**src/rtl/piezo_seq.sv**
```systemverilog
// Multi-note piezo sequencer: plays seq_len entries of a DEPTH-entry tone table, with optional gap and loop.
// start -> LOAD next cycle -> TONE the cycle after; no backpressure, start while busy is dropped, stop aborts.
module piezo_seq #(
  parameter int DEPTH    = 8,
  parameter int PERIOD_W = 15,
  parameter int DUR_W    = 25,
  parameter int GAP_CYC  = 1024,
  parameter int GAP_W    = 16,
  localparam int AW      = $clog2(DEPTH)
) (
  input  logic                clk,
  input  logic                rst,
  input  logic                wr_en,
  input  logic [AW-1:0]       wr_addr,
  input  logic [PERIOD_W-1:0] wr_period,
  input  logic [DUR_W-1:0]    wr_dur,
  input  logic                start,
  input  logic [AW-1:0]       start_addr,
  input  logic [AW:0]         seq_len,
  input  logic                loop,
  input  logic                stop,
  output logic                busy,
  output logic                done,
  output logic [AW-1:0]       cur_addr,
  output logic                piezo_p,
  output logic                piezo_n
);

  typedef enum logic [1:0] {IDLE, LOAD, TONE, GAP} state_t;

  typedef struct packed {
    logic [PERIOD_W-1:0] period;
    logic [DUR_W-1:0]    dur;
  } tone_t;

  localparam logic [GAP_W-1:0] GAP_LAST = GAP_W'((GAP_CYC > 0) ? GAP_CYC - 1 : 0);
  localparam logic [AW:0]      REM_ONE  = (AW+1)'(1);

  tone_t               tone_tab [DEPTH];
  tone_t               ld_ent;
  state_t              state;
  logic [AW-1:0]       first_addr;
  logic [AW:0]         remaining;
  logic [AW:0]         seq_len_r;
  logic                loop_r;
  logic [PERIOD_W-1:0] period_r;
  logic [PERIOD_W-1:0] freq_tmr;
  logic [PERIOD_W-1:0] freq_nxt;
  logic [PERIOD_W-1:0] half_per;
  logic [DUR_W-1:0]    dur_r;
  logic [DUR_W-1:0]    note_tmr;
  logic [GAP_W-1:0]    gap_tmr;
  logic                rest;
  logic                note_last;
  logic                adv_now;

  assign ld_ent    = tone_tab[cur_addr];
  assign rest      = (period_r[PERIOD_W-1:1] == '0);
  assign half_per  = period_r >> 1;
  assign note_last = (note_tmr == dur_r - DUR_W'(1));
  // Rests hold the frequency timer at zero so period_r-1 never underflows.
  assign freq_nxt  = (rest || freq_tmr == period_r - PERIOD_W'(1)) ? '0 : freq_tmr + PERIOD_W'(1);
  assign adv_now   = (state == TONE && note_last && GAP_CYC == 0) ||
                     (state == GAP && gap_tmr == GAP_LAST);
  assign piezo_n   = ~piezo_p;

  always_ff @(posedge clk) begin
    if (rst) begin
      for (int i = 0; i < DEPTH; i++) tone_tab[i] <= '0;
    end else if (wr_en) begin
      tone_tab[wr_addr] <= {wr_period, wr_dur};
    end
  end

  always_ff @(posedge clk) begin
    done <= 1'b0;
    if (rst) begin
      state      <= IDLE;
      busy       <= 1'b0;
      cur_addr   <= '0;
      first_addr <= '0;
      remaining  <= '0;
      seq_len_r  <= '0;
      loop_r     <= 1'b0;
      period_r   <= '0;
      dur_r      <= '0;
      freq_tmr   <= '0;
      note_tmr   <= '0;
      gap_tmr    <= '0;
      piezo_p    <= 1'b0;
    end else if (stop && state != IDLE) begin
      state   <= IDLE;
      busy    <= 1'b0;
      piezo_p <= 1'b0;
    end else begin
      case (state)
        IDLE: begin
          if (start && seq_len != '0) begin
            cur_addr   <= start_addr;
            first_addr <= start_addr;
            remaining  <= seq_len;
            seq_len_r  <= seq_len;
            loop_r     <= loop;
            busy       <= 1'b1;
            state      <= LOAD;
          end
        end
        LOAD: begin
          period_r <= ld_ent.period;
          dur_r    <= (ld_ent.dur == '0) ? DUR_W'(1) : ld_ent.dur;
          freq_tmr <= '0;
          note_tmr <= '0;
          piezo_p  <= 1'b0;
          state    <= TONE;
        end
        TONE: begin
          note_tmr <= note_tmr + DUR_W'(1);
          freq_tmr <= freq_nxt;
          piezo_p  <= !rest && (freq_nxt >= half_per);
          if (note_last) begin
            piezo_p <= 1'b0;
            if (GAP_CYC != 0) begin
              gap_tmr <= '0;
              state   <= GAP;
            end
          end
        end
        GAP: begin
          gap_tmr <= gap_tmr + GAP_W'(1);
        end
        default: state <= IDLE;
      endcase

      // End of note (after the gap if any): next entry, restart the pass, or finish.
      if (adv_now) begin
        if (remaining != REM_ONE) begin
          cur_addr  <= cur_addr + AW'(1);
          remaining <= remaining - REM_ONE;
          state     <= LOAD;
        end else if (loop_r) begin
          cur_addr  <= first_addr;
          remaining <= seq_len_r;
          state     <= LOAD;
        end else begin
          busy  <= 1'b0;
          done  <= 1'b1;
          state <= IDLE;
        end
      end
    end
  end

endmodule

```
**config.mk**
```make
export PLATFORM = sky130hd
export DESIGN_NAME = piezo_seq
export DESIGN_NICKNAME = d
export VERILOG_FILES = /design/src/rtl/piezo_seq.sv
export SDC_FILE = /design/constraint.sdc
export NUM_CORES = 1
export LEC_CHECK = 0
export ABC_CLOCK_PERIOD_IN_PS = 6500
export BUFFER_PORTS_ARGS = -buffer_cell sky130_fd_sc_hd__buf_2
export CAP_MARGIN = 20
export CELL_PAD_IN_SITES_DETAIL_PLACEMENT = 1
export CELL_PAD_IN_SITES_GLOBAL_PLACEMENT = 1
export CORE_ASPECT_RATIO = 0.5
export CORE_MARGIN = 5
export CORE_UTILIZATION = 50
export CTS_CLUSTER_DIAMETER = 80
export CTS_CLUSTER_SIZE = 30
export DETAILED_ROUTE_END_ITERATION = 10
export GPL_ROUTABILITY_DRIVEN = 0
export GPL_TIMING_DRIVEN = 0
export PLACE_DENSITY_LB_ADDON = 0.1
export SLEW_MARGIN = 20
export SYNTH_ARGS = -nofsm -noshare
export SYNTH_HDL_FRONTEND = slang
export SYNTH_SLANG_ARGS = --single-unit
```
**constraint.sdc**
```tcl
create_clock -name clk -period 6.5 [get_ports clk]
set_clock_uncertainty 0.1 [all_clocks]
set_input_delay 0.325 -clock clk [delete_from_list [all_inputs] [get_ports clk]]
set_output_delay 0.325 -clock clk [all_outputs]
set_load 0.01 [all_outputs]
```
==> impl_metrics.ini <==
[place]
io_buffers = 62
placed_cells = 2410
place_area_mm2 = 0.0230
dpl.hpwl_mm = 43.8

[floorplan]
row_count = 53
die_h_um = 156
die_area_mm2 = 0.0474
start_util_pct = 50.9
io_pins = 63
core_area_mm2 = 0.0422
die_w_um = 303

[setup_path]
critical_path_class = flip-flop to flip-flop
crit_path_end_kind = flip-flop
cpPeakStageDelay_ns = 0.73
path_cells = clkbuf_1 -> or3_1 -> or3_1 -> a2111oi_0 -> o2111ai_1 -> nor4_2 -> or2_1 -> clkbuf_1 -> clkbuf_1 -> nor2_1 -> ha_1 -> nor2b_1 -> o21a_1 -> o21ai_0 -> a21oi_1 -> o31ai_1 -> a41oi_1 -> nor3_1 -> o32ai_1
start_kind = flip-flop
worstPathMaxFanout = 10
critPathMostFrequentCell = clkbuf_1
cp_top_family = simple AND/OR/NAND/NOR gates
cp_slowest_cell = nor4_2
crit_arrival_ns = 6.01
required_ns = 6.82
cp.buffers_inverters = 3

[cells_and_area]
final_area_mm2 = 0.0237
fin_util_pct = 56.2
drive_gt1_share_pct = 11.3
stdcell_count = 2458
nNetsFinal = 1957
areaGrowthSynthToFinish_pct = 10.5

[synthesis]
synth.yosys.seq_area_share_pct = 55.9
synth_warnings = 0
syn-num-nets = 1840
syn_inst = 1757
synth_ff_type = edfxtp_1
syn_area_per_cell_um2 = 12.2
mappedNetlistArea_mm2 = 0.0214
ys_types = 71
yosysMostFrequentCell = and2_1
yosys.area.top_type = edfxtp_1
synth_area_leaders = edfxtp_1, dfxtp_1, and2_1
ys_ff_latch = 439
post-synth-top-area-fraction_pct = 44.8
synth_edf_count = 320
async_flop_share_pct = 0
yosys-top-cells-count = and2_1, edfxtp_1, dfxtp_1, nor2_1, clkbuf_1

[route]
first_pass_iters = 5
totalWireLength_mm = 62.2
viasPerCell = 6.03
drt-wirelength-per-cell_um = 25.3
drtAntennaViolNets = 0
drc = 0
drtIter0Drc = 1259
dr_total_vias = 14825

[sta]
tns_ns = 0
slew_headroom_pct = 23.0
finalMaxSlewViolations = 0
setup_viol = 0
fin_crit_sh_pct = 87.5
hold_viol = 0
min_period_ns = 5.69
rsz0062_at_grt = false
worst_pin_slew_ns = 1.16
fmax_mhz = 176

[power_and_ir_drop]
ir_worst_vdd_mv = 0.188
powerDensity_mw_per_mm2 = 322
fin_total_pwr_mw = 7.64
p_leak_nw = 8.02

[grt]
grt_max_degree = 41
grt_pass1_wl_mm = 94.7
grt.total_usage_pct = 26.3
grt_overflow_total = 0
grt_pass1_vias = 15726
antenna_found_initial = 3

[cts]
clock_path_buffers = 3
clk_pin_slew_ns = 0.12
cts_setup_buffers = 0
cts-buffers-inserted = 19
hold_buffers = 20
cts_root_buffer = clkbuf_16
cts_tree = done
htreeDepth = 1
clk-insertion-delay-late_ns = 0.58
cts.repair.resized = 0
cts_sinks = 439

[worst_hold_path]
hold_path.class = input pin to flip-flop

[outcome]
outcome = completed

[job]
cap_violations = 0
[final timing paths]
kind              cells past startpoint  slack [ns]         endpoint         from
hold / removal                        2       0.004  tone_tab[2][18]   wr_dur[18]
setup reg to reg                     19        0.81          piezo_p  period_r[2]
hold reg to reg                       2        0.41       gap_tmr[5]   gap_tmr[5]
setup / recovery                     19        0.81          piezo_p  period_r[2]
[routing by layer]
layer,global-route usage (%),wire length [um]
met1,36.6,27400
met2,44.3,29500
met4,5.04,1170
met5,0,0
met3,4.39,4070
[final cells by class]
class,instances,area [um2]
inverter,37,139
clock buffer,23,490
multi-input combinational,1169,8970
sequential,439,12000
antenna,1,2.50
clock inverter,4,56.3
fill,4315,18500
timing repair buffer,96,896
buffer,112,439
tap,577,722
[stage by stage]
| stage | setup slack, ns | hold slack, ns |
|---|---|---|
| after floorplan | 2.17 | 0.351 |
| after global placement | -1.03 | 0.366 |
| after detailed placement | 0.728 | 0.385 |
| after CTS | 0.736 | 0.00158 |
| after global routing | 0.431 | 0.00720 |
| final | 0.809 | 0.00434 |
[layout by cell type (no fill, tap or decap), drive strengths merged, types with 39 or more instances in the layout]
master,count
mux2i,50
xnor2,43
dfxtp,119
nand3,39
nand2,56
nor2,106
mux4,80
o21ai,42
clkbuf,116
a21oi,48
buf,95
and2,324
edfxtp,320
inv,40
[kinds of logic after synthesis]
kind of cell | Yosys count | share of synthesized area, %
AO/OA/AOI/OAI | 219 | 6.90
XOR/XNOR | 76 | 3.17
adder cells (fa/ha/maj) | 27 | 1.57
buffers and inverters | 149 | 2.67
flip-flops | 439 | 55.9
multiplexers | 131 | 10.8
AND/OR/NAND/NOR | 716 | 19.0
[sequential cells by signal, indices dropped and copies added (netlist names), 4 cells and up, named ones only]
signal	flops
seq_len_r	4
gap_tmr	16
dur_r	25
note_tmr	25
tone_tab	320
freq_tmr	15
remaining	4
period_r	15
[power breakdown]
group	switching (mW)	internal, mW	total, mW
clock network	0.922	0.563	1.48
registers	0.205	3.25	3.45
logic	1.64	1.06	2.71
(Power assumes the default switching activity.)
